--- config.mk ---
export PLATFORM = sky130hd
export DESIGN_NAME = vram_arbiter
export DESIGN_NICKNAME = d
export VERILOG_FILES = /design/src/rtl/zx_mem_pkg.sv /design/src/rtl/vram_arbiter.sv
export SDC_FILE = /design/constraint.sdc
export NUM_CORES = 1
export LEC_CHECK = 0
export ABC_CLOCK_PERIOD_IN_PS = 3900
export BUFFER_PORTS_ARGS = -buffer_cell sky130_fd_sc_hd__buf_4
export CORE_MARGIN = 2
export CORE_UTILIZATION = 40
export DETAILED_ROUTE_END_ITERATION = 6
export PLACE_DENSITY = 0.68
export SKIP_CTS_REPAIR_TIMING = 1
export SYNTH_ARGS = -nofsm -noshare
export SYNTH_HDL_FRONTEND = slang
export SYNTH_SLANG_ARGS = --single-unit
--- constraint.sdc ---
create_clock -name clk_vram -period 3.9 [get_ports clk_vram]
set_input_delay 0.78 -clock clk_vram [delete_from_list [all_inputs] [get_ports clk_vram]]
set_output_delay 0.78 -clock clk_vram [all_outputs]
set_load 0.005 [all_outputs]
--- src/rtl/zx_mem_pkg.sv ---
// Shared types and constants for the ZX video/CPU memory subsystem.
package zx_mem_pkg;

   typedef enum logic [1:0] {IDLE, VID_RD, CPU_RD, CPU_WR} arb_state_t;

   localparam int  RAM_AW        = 14;
   localparam byte CPU_IDLE_DATA = 8'hFF;

endpackage

--- src/rtl/vram_arbiter.sv ---
// Arbitrates one single-port synchronous RAM between the ULA video fetcher and the CPU.
// Video has priority; the CPU is stalled via cpu_nwait and wins after waiting MAX_CPU_WAIT cycles.
module vram_arbiter
   import zx_mem_pkg::*;
#(
   parameter int unsigned AW           = RAM_AW,
   parameter int unsigned RAM_LAT      = 1,
   parameter int unsigned MAX_CPU_WAIT = 6
) (
   input  logic          clk_vram,
   input  logic          nreset,
   input  logic          vid_req,
   input  logic [AW-1:0] vid_addr,
   output logic          vid_ack,
   output logic [7:0]    vid_rdata,
   input  logic          cpu_req,
   input  logic          cpu_we,
   input  logic [AW-1:0] cpu_addr,
   input  logic [7:0]    cpu_wdata,
   output logic          cpu_ack,
   output logic [7:0]    cpu_rdata,
   output logic          cpu_nwait,
   output logic [AW-1:0] ram_addr,
   output logic [7:0]    ram_wdata,
   output logic          ram_we,
   input  logic [7:0]    ram_q
);

   localparam logic [1:0] LAT_LAST = 2'(RAM_LAT);
   localparam logic [3:0] WAIT_LIM = 4'(MAX_CPU_WAIT);

   arb_state_t    state_q, state_d;
   logic [1:0]    lat_cnt_q, lat_cnt_d;
   logic [3:0]    wait_cnt_q, wait_cnt_d;
   logic          served_q, served_d;
   logic [AW-1:0] ram_addr_d;
   logic [7:0]    ram_wdata_d;
   logic          ram_we_d;
   logic          vid_ack_d, cpu_ack_d;
   logic [7:0]    vid_rdata_d, cpu_rdata_d;
   logic          cpu_nwait_d;
   logic          cpu_pend, starve, grant_cpu, grant_vid, cpu_busy;

   always_comb begin
      cpu_pend    = cpu_req & ~served_q;
      starve      = cpu_pend & (wait_cnt_q >= WAIT_LIM);
      grant_cpu   = 1'b0;
      grant_vid   = 1'b0;
      state_d     = state_q;
      lat_cnt_d   = lat_cnt_q;
      ram_addr_d  = ram_addr;
      ram_wdata_d = ram_wdata;
      ram_we_d    = 1'b0;
      vid_ack_d   = 1'b0;
      cpu_ack_d   = 1'b0;
      vid_rdata_d = vid_rdata;
      cpu_rdata_d = cpu_rdata;

      case (state_q)
         IDLE: begin
            if (starve || (cpu_pend && !vid_req)) begin
               grant_cpu = 1'b1;
            end else if (vid_req) begin
               grant_vid = 1'b1;
            end
            if (grant_cpu) begin
               state_d     = cpu_we ? CPU_WR : CPU_RD;
               ram_addr_d  = cpu_addr;
               ram_wdata_d = cpu_wdata;
               ram_we_d    = cpu_we;
               // A write completes in the single cycle it drives the RAM.
               cpu_ack_d   = cpu_we;
               lat_cnt_d   = 2'd0;
            end else if (grant_vid) begin
               state_d    = VID_RD;
               ram_addr_d = vid_addr;
               lat_cnt_d  = 2'd0;
            end
         end
         CPU_WR: state_d = IDLE;
         VID_RD, CPU_RD: begin
            if (lat_cnt_q == LAT_LAST) begin
               state_d = IDLE;
               if (state_q == VID_RD) begin
                  vid_ack_d   = 1'b1;
                  vid_rdata_d = ram_q;
               end else begin
                  cpu_ack_d   = 1'b1;
                  cpu_rdata_d = ram_q;
               end
            end else begin
               lat_cnt_d = lat_cnt_q + 2'd1;
            end
         end
         default: state_d = IDLE;
      endcase

      cpu_busy    = (state_q == CPU_RD) || (state_q == CPU_WR);
      // served blocks a second access for the same strobe assertion.
      served_d    = cpu_req & (served_q | cpu_ack_d);
      cpu_nwait_d = ~(cpu_pend & ~cpu_ack_d);

      if (!cpu_pend || grant_cpu || cpu_busy) begin
         wait_cnt_d = 4'd0;
      end else if (wait_cnt_q != 4'hF) begin
         wait_cnt_d = wait_cnt_q + 4'd1;
      end else begin
         wait_cnt_d = wait_cnt_q;
      end
   end

   always_ff @(posedge clk_vram or negedge nreset) begin
      if (!nreset) begin
         state_q    <= IDLE;
         lat_cnt_q  <= 2'd0;
         wait_cnt_q <= 4'd0;
         served_q   <= 1'b0;
         ram_addr   <= '0;
         ram_wdata  <= 8'h00;
         ram_we     <= 1'b0;
         vid_ack    <= 1'b0;
         cpu_ack    <= 1'b0;
         vid_rdata  <= 8'h00;
         cpu_rdata  <= CPU_IDLE_DATA;
         cpu_nwait  <= 1'b1;
      end else begin
         state_q    <= state_d;
         lat_cnt_q  <= lat_cnt_d;
         wait_cnt_q <= wait_cnt_d;
         served_q   <= served_d;
         ram_addr   <= ram_addr_d;
         ram_wdata  <= ram_wdata_d;
         ram_we     <= ram_we_d;
         vid_ack    <= vid_ack_d;
         cpu_ack    <= cpu_ack_d;
         vid_rdata  <= vid_rdata_d;
         cpu_rdata  <= cpu_rdata_d;
         cpu_nwait  <= cpu_nwait_d;
      end
   end

endmodule

==> results.sh, run 1 <==
export IMPL_die_width_um=80.63
export IMPL_path_clk_slew_ns=0.09
export IMPL_worst_pin_slew_ns=0.9505
export IMPL_io_buffers=90
export IMPL_crit_chain="inv_1 -> ha_1 -> o21ai_2 -> a31oi_2 -> buf_4 -> mux2i_1 -> o21ai_0"
export IMPL_synth_largest_area_cell="dfrtp_1"
export IMPL_syn_num_nets=260
export IMPL_critPathLaunchType="flip-flop"
export IMPL_skew_ns=0.003887
export IMPL_synth_flop_cell="dfrtp_1"
export IMPL_first_global_vias=1723
export IMPL_ant_nets=0
export IMPL_relSlewSlack_pct=36.63
export IMPL_finalSetupTns_ns=0
export IMPL_setup_viol=0
export IMPL_hold_violations=0
export IMPL_cts_tree="built"
export IMPL_crit_required_ns=4.05
export IMPL_endpoint_kind="flip-flop"
export IMPL_n_antenna_cell=0
export IMPL_netlist_instances=203
export IMPL_synth_cell_type_count=33
export IMPL_die_area_mm2=0.006500
export IMPL_drtIter0Drc=35
export IMPL_antenna_found_initial=0
export IMPL_p_per_area_mw_per_mm2=722.4
export IMPL_avgViaCountPerCell=4.802
export IMPL_rows=27
export IMPL_cts_root_buffer="clkbuf_8"
export IMPL_ys_warn_count=0
export IMPL_critPathMaxStageDelay_ns=0.72
export IMPL_cap_viol_max_count=0
export IMPL_status="completed"
export IMPL_cts_sinks=51
export IMPL_grt_pass1_wl_um=7838
export IMPL_crit_slowest_cell="a31oi_2"
export IMPL_drt_total_wl_um=4762
export IMPL_firstDrtPassIters=4
export IMPL_numCtsBuffers=5
export IMPL_start_util_pct=42.13
export IMPL_crit_family="compound AO/OA/AOI/OAI gates"
export IMPL_crit_path_start="wait_cnt_q[0]$_DFFE_PN0P_"
export IMPL_finalMaxSlewViolations=0
export IMPL_ios=91
export IMPL_period_needed_ns=2.237
export IMPL_leakagePower_nw=1.580
export IMPL_grt_max_degree=52
export IMPL_synthTopCellsByArea="dfrtp_1 (45%), dfstp_2 (10%), mux2i_1 (6.8%)"
export IMPL_irDropWorstVdd_uv=254.0
export IMPL_post_route_period_util_pct=57.37
export IMPL_max_freq_mhz=446.9
export IMPL_crit_arrival_ns=2.39
export IMPL_fin_cells=368
export IMPL_die_y_um=80.63
export IMPL_ys_seq_elements=51
export IMPL_yosys_top_cells_count="dfrtp_1 (42), nand2_1 (41), mux2i_1 (16), o21ai_0 (10)"
export IMPL_synth_most_common_cell="dfrtp_1"
export IMPL_rsz0062_at_grt="false"
export IMPL_ys_seq_area_share_pct=54.82
export IMPL_dp_cells=360
export IMPL_crit_fanout=10
export IMPL_syn_to_final_growth_pct=34.68
export IMPL_synth_async_reset_ratio_pct=100.0
export IMPL_synth_edff_count=0
export IMPL_r2r_start="wait_cnt_q[0]$_DFFE_PN0P_"
export IMPL_htree_levels=2
export IMPL_critPathKind="flip-flop to flip-flop"
export IMPL_hold_class="flip-flop to flip-flop"
export IMPL_cp_num_buf_inv=2
export IMPL_overflow=0
export IMPL_gp_congestion=0.7040
export IMPL_worstHoldStart="cpu_rdata[5]$_DFFE_PN1P_"
export IMPL_clk_latency_ns=0.30
export IMPL_core_region_area_mm2=0.005574
export IMPL_routedWlPerCell_um=12.94
export IMPL_synth_top_area_share_pct=44.75
export IMPL_layout_drive_gt1_share_pct=43.92
export IMPL_track_usage_pct=15.64
export IMPL_cts_buffer_depth=2
export IMPL_synth_area_mm2=0.002349
export IMPL_hpwlAfterDp_um=3645
export IMPL_vias=1767
export IMPL_fin_nets=352
export IMPL_drc=0
export IMPL_syn_area_per_cell_um2=11.57
-- layout make-up --
cell class | instances | area [um^2]
repair buffers | 91 | 683.2
clock buffers | 6 | 72.57
fillers | 526 | 2411
inverters | 10 | 37.54
multi-input cells | 136 | 979.7
clock inverters | 2 | 12.51
flip-flops and latches | 51 | 1287
well taps | 72 | 90.09
-- cells in the final DEF (no fill, tap or decap) --
cell type,n
nand2b_1,3
a21boi_0,1
o21ai_2,2
a21oi_1,4
dfstp_2,9
mux2_4,8
nor4b_1,1
nor2b_4,1
a2111o_1,1
nor3b_1,1
clkbuf_1,1
inv_1,9
ha_1,8
clkinv_2,1
nand3_1,5
o21ai_1,8
a211oi_1,2
nor3_1,3
o21ai_0,10
clkinv_1,1
nand2_1,41
nand2_8,1
a31oi_2,1
and3_1,1
xnor2_1,1
a221o_1,1
mux2i_1,16
buf_4,91
clkinvlp_4,1
dfrtp_1,42
clkbuf_8,5
mux2_2,9
a31oi_1,1
nand3b_2,1
nor2_1,5
-- worst paths after layout --
kind / end / slack (ns) / cells after the start
worst max register to register: ram_addr[4]$_DFFE_PN0P_ / 1.66 / 7
worst min register to register: cpu_rdata[5]$_DFFE_PN1P_ / 0.46 / 2
max in group asynchronous: ram_addr[5]$_DFFE_PN0P_ / 3.00 / 1
worst max-delay path: ram_addr[4]$_DFFE_PN0P_ / 1.66 / 7
worst min-delay path: cpu_rdata[5]$_DFFE_PN1P_ / 0.46 / 2
min in group asynchronous: vid_rdata[6]$_DFFE_PN0P_ / 0.49 / 1
-- worst reg2reg max path: cells and delay by family (launching register included) --
family,cells,cell delay (ns)
AOI/OAI and AO/OA,3,0.89
adders and majority gates,1,0.15
buffers and inverters,2,0.41
DFF,1,0.43
muxes,1,0.21
-- through the flow --
stage	hold slack, ns	area [um^2]	setup slack [ns]	power (mW)	util (%)
finish	0.4618	3163	1.663	2.285	56.75
global route	0.4838	3163	1.434	2.487	56.75
CTS	0.4644	3163	1.616	2.325	56.75
floorplan	0.4482	2349	2.203	1.538	-
detailed placement	0.4509	3078	1.391	2.020	55.22
global placement	0.4481	3078	1.460	1.990	55.22
-- kinds of logic after synthesis --
kind of cell	Yosys count	synth area share, %
xor+xnor	1	0.3730
buf+inv	16	3.889
simple gates	63	12.73
mux	33	16.25
fa+ha+maj	8	4.262
compound gates	31	7.672
flops	51	54.82
-- registers in the layout, indices dropped and copies added, names as in the netlist, 2 cells and up --
signal      flops
wait_cnt_q      4
ram_addr       14
ram_wdata       8
lat_cnt_q       2
vid_rdata       8
state_q         2
cpu_rdata       8
-- power breakdown --
part	internal [mW]	total (mW)	switching, mW	leakage, nW
combinational	0.586	1.04	0.449	0.925
sequential	0.806	0.950	0.144	0.614
clock	0.126	0.299	0.174	0.0412
total	1.52	2.28	0.767	1.58
-- routing by layer --
layer / GRT usage, % / vias up / wire (um)
li1: - / 874 / -
met1: 19.77 / 818 / 2097
met2: 25.83 / 68 / 2224
met3: 4.719 / 7 / 380
met4: 4.576 / 0 / 59
met5: 0 / - / 0
(Power assumes the default switching activity.)
==> run 2: changes to the inputs <==
--- a/config.mk
+++ b/config.mk
@@ -5,12 +5,13 @@
 export SDC_FILE = /design/constraint.sdc
 export NUM_CORES = 1
 export LEC_CHECK = 0
-export ABC_CLOCK_PERIOD_IN_PS = 3900
+export ABC_AREA = 1
+export ABC_CLOCK_PERIOD_IN_PS = 1800
 export BUFFER_PORTS_ARGS = -buffer_cell sky130_fd_sc_hd__buf_4
 export CORE_MARGIN = 2
 export CORE_UTILIZATION = 40
 export DETAILED_ROUTE_END_ITERATION = 6
-export PLACE_DENSITY = 0.68
+export PLACE_DENSITY = 0.7
 export SKIP_CTS_REPAIR_TIMING = 1
 export SYNTH_ARGS = -nofsm -noshare
 export SYNTH_HDL_FRONTEND = slang
==> constraint.sdc (replaced) <==
create_clock -name clk_vram -period 1.8 [get_ports clk_vram]
set_input_delay 0.36 -clock clk_vram [delete_from_list [all_inputs] [get_ports clk_vram]]
set_output_delay 0.36 -clock clk_vram [all_outputs]
set_load 0.005 [all_outputs]
==> results.sh, run 2 <==
export IMPL_largest_register_ffs=14
export IMPL_clk_latency_ns=0.30
export IMPL_path_common_cell="nand2_1"
export IMPL_max_freq_mhz=667.7
export IMPL_leakagePower_nw=1.630
export IMPL_grt_pass1_wl_um=8404
export IMPL_track_usage_pct=16.77
export IMPL_syn_area_per_cell_um2=9.144
export IMPL_htree_levels=2
export IMPL_p_per_area_mw_per_mm2=1522
export IMPL_final_common_cell="buf_4"
export IMPL_avgViaCountPerCell=4.647
export IMPL_irDropWorstVdd_uv=734.0
export IMPL_firstDrtPassIters=4
export IMPL_path_clk_slew_ns=0.09
export IMPL_hpwlAfterDp_um=3856
export IMPL_ys_warn_count=0
export IMPL_io_buffers=90
export IMPL_crit_required_ns=2.03
export IMPL_gp_congestion=0.8394
export IMPL_drt_total_wl_um=5195
export IMPL_yosys_top_cells_count="nand2_1 (75), dfrtp_1 (42), inv_1 (24), nor2_1 (21), o21ai_0 (21)"
export IMPL_die_area_mm2=0.006408
export IMPL_worst_pin_slew_ns=0.6440
export IMPL_cts_sinks=51
export IMPL_holdWs_ns=0.06958
export IMPL_crit_chain="inv_1 -> ha_1 -> nand2_1 -> nand3_1 -> nand2_2 -> inv_2 -> buf_4 -> nand2_1 -> a31oi_2"
export IMPL_vias=1947
export IMPL_post_route_period_util_pct=83.20
export IMPL_synth_cell_type_count=24
export IMPL_syn_to_final_growth_pct=36.29
export IMPL_endpoint_kind="flip-flop"
export IMPL_synth_largest_area_cell="dfrtp_1"
export IMPL_cts_buffer_depth=2
export IMPL_syn_num_nets=310
export IMPL_synth_area_mm2=0.002313
export IMPL_die_y_um=80.05
export IMPL_rsz0062_at_grt="false"
export IMPL_ant_nets=0
export IMPL_synth_compound_area_share_pct=11.63
export IMPL_synth_most_common_cell="nand2_1"
export IMPL_stdcell_area_mm2=0.003153
export IMPL_netlist_instances=253
export IMPL_routedWlPerCell_um=12.40
export IMPL_synth_top_family_by_area="simple AND/OR/NAND/NOR gates"
export IMPL_synth_edff_count=0
export IMPL_layout_drive_gt1_share_pct=36.60
export IMPL_relSlewSlack_pct=57.07
export IMPL_period_needed_ns=1.498
export IMPL_antenna_found_initial=0
export IMPL_crit_fanout=22
export IMPL_overflow=0
export IMPL_postPlaceCellArea_mm2=0.003064
export IMPL_synth_async_reset_ratio_pct=100.0
export IMPL_cap_viol_max_count=0
export IMPL_finalMaxSlewViolations=0
export IMPL_rows=27
export IMPL_core_region_area_mm2=0.005540
export IMPL_final_cell_mix="buf_4 (94), nand2_1 (75), dfrtp_1 (42)"
export IMPL_numCtsBuffers=5
export IMPL_cts_root_buffer="clkbuf_8"
export IMPL_synth_flop_cell="dfrtp_1"
export IMPL_first_global_vias=1921
export IMPL_crit_family="buffers and inverters"
export IMPL_crit_slowest_cell="dfrtp_1"
export IMPL_ys_seq_area_share_pct=55.65
export IMPL_grt_max_degree=52
export IMPL_ios=91
export IMPL_critPathLaunchType="flip-flop"
export IMPL_crit_arrival_ns=1.73
export IMPL_cts_tree="built"
export IMPL_drtIter0Drc=95
export IMPL_regMostFlops="ram_addr"
export IMPL_skew_ns=0.003889
export IMPL_fill_cells=520
export IMPL_synth_simple_area_share_pct=20.66
export IMPL_synthAdderAreaFrac_pct=4.327
export IMPL_start_util_pct=41.76
export IMPL_n_antenna_cell=0
export IMPL_synthTopCellsByArea="dfrtp_1 (45%), nand2_1 (12%), dfstp_2 (10%)"
export IMPL_drc=0
export IMPL_finalSetupTns_ns=0
export IMPL_fin_nets=403
export IMPL_ys_seq_elements=51
export IMPL_status="completed"
export IMPL_synth_top_area_share_pct=45.43
export IMPL_die_width_um=80.05
export IMPL_muxShareOfSynthArea_pct=0
export IMPL_hold_violations=0
export IMPL_critPathMaxStageDelay_ns=0.39
export IMPL_synthXorXnorAreaFrac_pct=0.3786
export IMPL_hold_class="input pin to async pin"
export IMPL_setup_viol=0
export IMPL_cp_num_buf_inv=3
export IMPL_critPathKind="flip-flop to flip-flop"
==> run 2: logic make-up (layout without fill, tap and decap cells) <==
group	Yosys count	count (layout)
xor gates and xnor gates	1	1
AOI/OAI and AO/OA	40	40
DFF	51	51
and+or+nand+nor	116	116
adders and majority gates	8	8
buffers and inverters	37	131
==> run 2: final cells by class <==
type	instances	area [um^2]	share of cell area (%)
well taps	72	90.09	2.857
clock buffers	5	68.82	2.183
clock inverters	3	20.02	0.6349
repair buffers	95	725.7	23.02
inverters	28	105.1	3.333
multi-input cells	165	855.8	27.14
flip-flops and latches	51	1287	40.83
==> run 2: stage by stage <==
stage | setup slack [ns] | util (%) | total power [mW] | cells
2_1_floorplan | 0.3954 | - | 3.126 | 253
3_3_place_gp | 0.3450 | 55.31 | 4.130 | 411
3_5_place_dp | 0.3094 | 55.31 | 4.209 | 411
4_1_cts | 0.2916 | 56.91 | 4.873 | 419
5_1_grt | 0.1413 | 56.91 | 5.199 | 419
6_report | 0.3024 | 56.91 | 4.800 | 419
==> run 2: final timing paths <==
kind / start / cells past startpoint / slack, ns / end
min: nreset / 1 / 0.07 / vid_rdata[5]$_DFFE_PN0P_
min in group clk_vram: cpu_wdata[6] / 3 / 0.28 / ram_wdata[6]$_DFFE_PN0P_
max in group asynchronous: nreset / 1 / 1.30 / ram_addr[0]$_DFFE_PN0P_
max: wait_cnt_q[0]$_DFFE_PN0P_ / 9 / 0.30 / ram_addr[8]$_DFFE_PN0P_
min reg2reg: ram_wdata[2]$_DFFE_PN0P_ / 2 / 0.48 / ram_wdata[2]$_DFFE_PN0P_
max reg2reg: wait_cnt_q[0]$_DFFE_PN0P_ / 9 / 0.30 / ram_addr[8]$_DFFE_PN0P_
==> run 2: where the power goes <==
group / internal, mW / leakage (nW) / total, mW / switching, mW
sequential: 1.73 / 0.609 / 2.03 / 0.297
clock: 0.271 / 0.0402 / 0.650 / 0.379
combinational: 1.09 / 0.981 / 2.12 / 1.03
==> run 2: metal layers <==
layer	part of all wire (%)	up-vias	track usage (%)
met4	1.5	0	6.441
met1	43	891	21.19
li1	-	993	-
met2	50	56	27.92
met3	5.2	7	3.820
met5	0	-	0
==> run 3: changes to the inputs <==
--- a/config.mk
+++ b/config.mk
@@ -5,13 +5,13 @@
 export SDC_FILE = /design/constraint.sdc
 export NUM_CORES = 1
 export LEC_CHECK = 0
-export ABC_AREA = 1
-export ABC_CLOCK_PERIOD_IN_PS = 1800
+export ABC_AREA = 0
+export ABC_CLOCK_PERIOD_IN_PS = 1500
 export BUFFER_PORTS_ARGS = -buffer_cell sky130_fd_sc_hd__buf_4
 export CORE_MARGIN = 2
 export CORE_UTILIZATION = 40
 export DETAILED_ROUTE_END_ITERATION = 6
-export PLACE_DENSITY = 0.7
+export PLACE_DENSITY = 0.68
 export SKIP_CTS_REPAIR_TIMING = 1
 export SYNTH_ARGS = -nofsm -noshare
 export SYNTH_HDL_FRONTEND = slang
==> constraint.sdc (replaced) <==
create_clock -name clk_vram -period 1.5 [get_ports clk_vram]
set_input_delay 0.3 -clock clk_vram [delete_from_list [all_inputs] [get_ports clk_vram]]
set_output_delay 0.3 -clock clk_vram [all_outputs]
set_load 0.005 [all_outputs]
==> results.sh, run 3 (synthesis gave the netlist of run 1 again) <==
export IMPL_antenna_found_initial=0
export IMPL_critPathKind="flip-flop to flip-flop"
export IMPL_power_total_mw=6.632
export IMPL_switchingPower_mw=2.203
export IMPL_start_util_pct=42.13
export IMPL_grt_pass1_wl_um=8100
export IMPL_worst_pin_slew_ns=0.6357
export IMPL_hold_class="input pin to flip-flop"
export IMPL_die_width_um=80.63
export IMPL_drc=0
export IMPL_core_region_area_mm2=0.005574
export IMPL_drtIter0Drc=18
export IMPL_die_y_um=80.63
export IMPL_cap_viol_max_count=0
export IMPL_multi_input_area_mm2=0.001070
export IMPL_path_clk_slew_ns=0.09
export IMPL_io_buffers=90
export IMPL_syn_to_final_growth_pct=49.07
export IMPL_grt_max_degree=31
export IMPL_skew_ns=0.006451
export IMPL_pwr_share_clk_pct=11.6
export IMPL_crit_fanout=4
export IMPL_violations="negative setup slack"
export IMPL_htree_levels=2
export IMPL_finalSetupTns_ns=-1.462
export IMPL_n_antenna_cell=0
export IMPL_endpoint_kind="flip-flop"
export IMPL_die_area_mm2=0.006500
export IMPL_ant_nets=0
export IMPL_first_global_vias=1819
export IMPL_cts_buffer_depth=2
export IMPL_setup_viol=20
export IMPL_largest_register_ffs=14
export IMPL_regMostFlops="ram_addr"
export IMPL_relSlewSlack_pct=57.46
export IMPL_max_freq_mhz=619.3
export IMPL_final_cell_mix="buf_4 (110), dfrtp_1 (42), nand2_1 (40)"
export IMPL_post_route_period_util_pct=107.7
export IMPL_vias=1884
export IMPL_final_common_cell="buf_4"
export IMPL_seq_area_mm2=0.001287
export IMPL_critPathLaunchType="flip-flop"
export IMPL_status="finished, violations left"
export IMPL_leakagePower_nw=1.753
export IMPL_holdWs_ns=0.1952
export IMPL_firstDrtPassIters=4
export IMPL_switching_share_pct=33.22
export IMPL_routedWlPerCell_um=13.30
export IMPL_postPlaceCellArea_mm2=0.003311
export IMPL_dp_slack_ns=-0.2302
export IMPL_overflow=0
export IMPL_track_usage_pct=16.30
export IMPL_drt_total_wl_um=5239
export IMPL_numCtsBuffers=5
export IMPL_clk_latency_ns=0.30
export IMPL_crit_required_ns=1.73
export IMPL_cts_tree="built"
export IMPL_rows=27
export IMPL_irDropWorstVdd_uv=786.1
export IMPL_cts_sinks=51
export IMPL_rsz0062_at_grt="true"
export IMPL_finalMaxSlewViolations=0
export IMPL_cts_root_buffer="clkbuf_8"
export IMPL_fin_nets=378
export IMPL_stdcell_area_mm2=0.003501
export IMPL_worst_slack_ns=-0.1148
export IMPL_p_per_area_mw_per_mm2=1894
export IMPL_gp_congestion=0.7551
export IMPL_sequentialPowerShare_pct=37.0
export IMPL_layout_drive_gt1_share_pct=53.42
export IMPL_hold_violations=0
export IMPL_avgViaCountPerCell=4.782
export IMPL_period_needed_ns=1.615
export IMPL_hpwlAfterDp_um=4025
export IMPL_p_comb_share_pct=51.4
export IMPL_crit_arrival_ns=1.84
export IMPL_fill_cells=479
export IMPL_internal_power_mw=4.429
export IMPL_ios=91
-- run 3: worst paths after layout --
| path | slack, ns | endpoint | from | depth (start not counted) |
|---|---|---|---|---|
| setup / recovery | -0.11 | wait_cnt_q[2]$_DFFE_PN0P_ | wait_cnt_q[0]$_DFFE_PN0P_ | 6 |
| hold / removal | 0.20 | cpu_rdata[2]$_DFFE_PN1P_ | ram_q[2] | 3 |
| setup reg to reg | -0.11 | wait_cnt_q[2]$_DFFE_PN0P_ | wait_cnt_q[0]$_DFFE_PN0P_ | 6 |
| hold reg to reg | 0.46 | cpu_rdata[4]$_DFFE_PN1P_ | cpu_rdata[4]$_DFFE_PN1P_ | 2 |
| max in group asynchronous | 0.57 | cpu_rdata[6]$_DFFE_PN1P_ | nreset | 3 |
| min in group asynchronous | 0.41 | ram_addr[2]$_DFFE_PN0P_ | nreset | 2 |
-- run 3: stage by stage --
stage          utilization [%]  instances
2_1_floorplan                -        203
3_3_place_gp             59.39        383
3_5_place_dp             59.39        383
4_1_cts                  60.92        391
5_1_grt                  62.81        394
6_report                 62.81        394
-- run 3: routing by layer --
layer | wire [um] | global-route usage (%)
met4 | 99 | 6.780
met1 | 2093 | 19.47
met2 | 2647 | 27.58
met3 | 398 | 4.494
met5 | 0 | 0
-- run 3: power by group through the flow --
stage               Sequential [mW]  Combinational [mW]  Clock, mW
finish                         2.45                3.41      0.770
detailed placement             2.48                3.25          0
floorplan                      2.50                1.59          0
global route                   2.52                3.77      0.851
CTS                            2.46                3.24      0.802
global placement               2.47                3.13          0
-- run 3: final cells by class --
type | instances | share of cell area [%]
repair buffers | 117 | 26.55
well taps | 72 | 2.573
clock buffers | 6 | 2.073
multi-input cells | 136 | 30.56
inverters | 10 | 1.108
flip-flops and latches | 51 | 36.78
clock inverters | 2 | 0.3574
-- run 3: critical path, cell delays in order, from the launching register on --
cell and delay (ns):
dfrtp_1 0.35, inv_1 0.05, ha_2 0.17, o21ai_2 0.18, nand3_1 0.13, a2111o_1 0.47
nor3_1 0.19
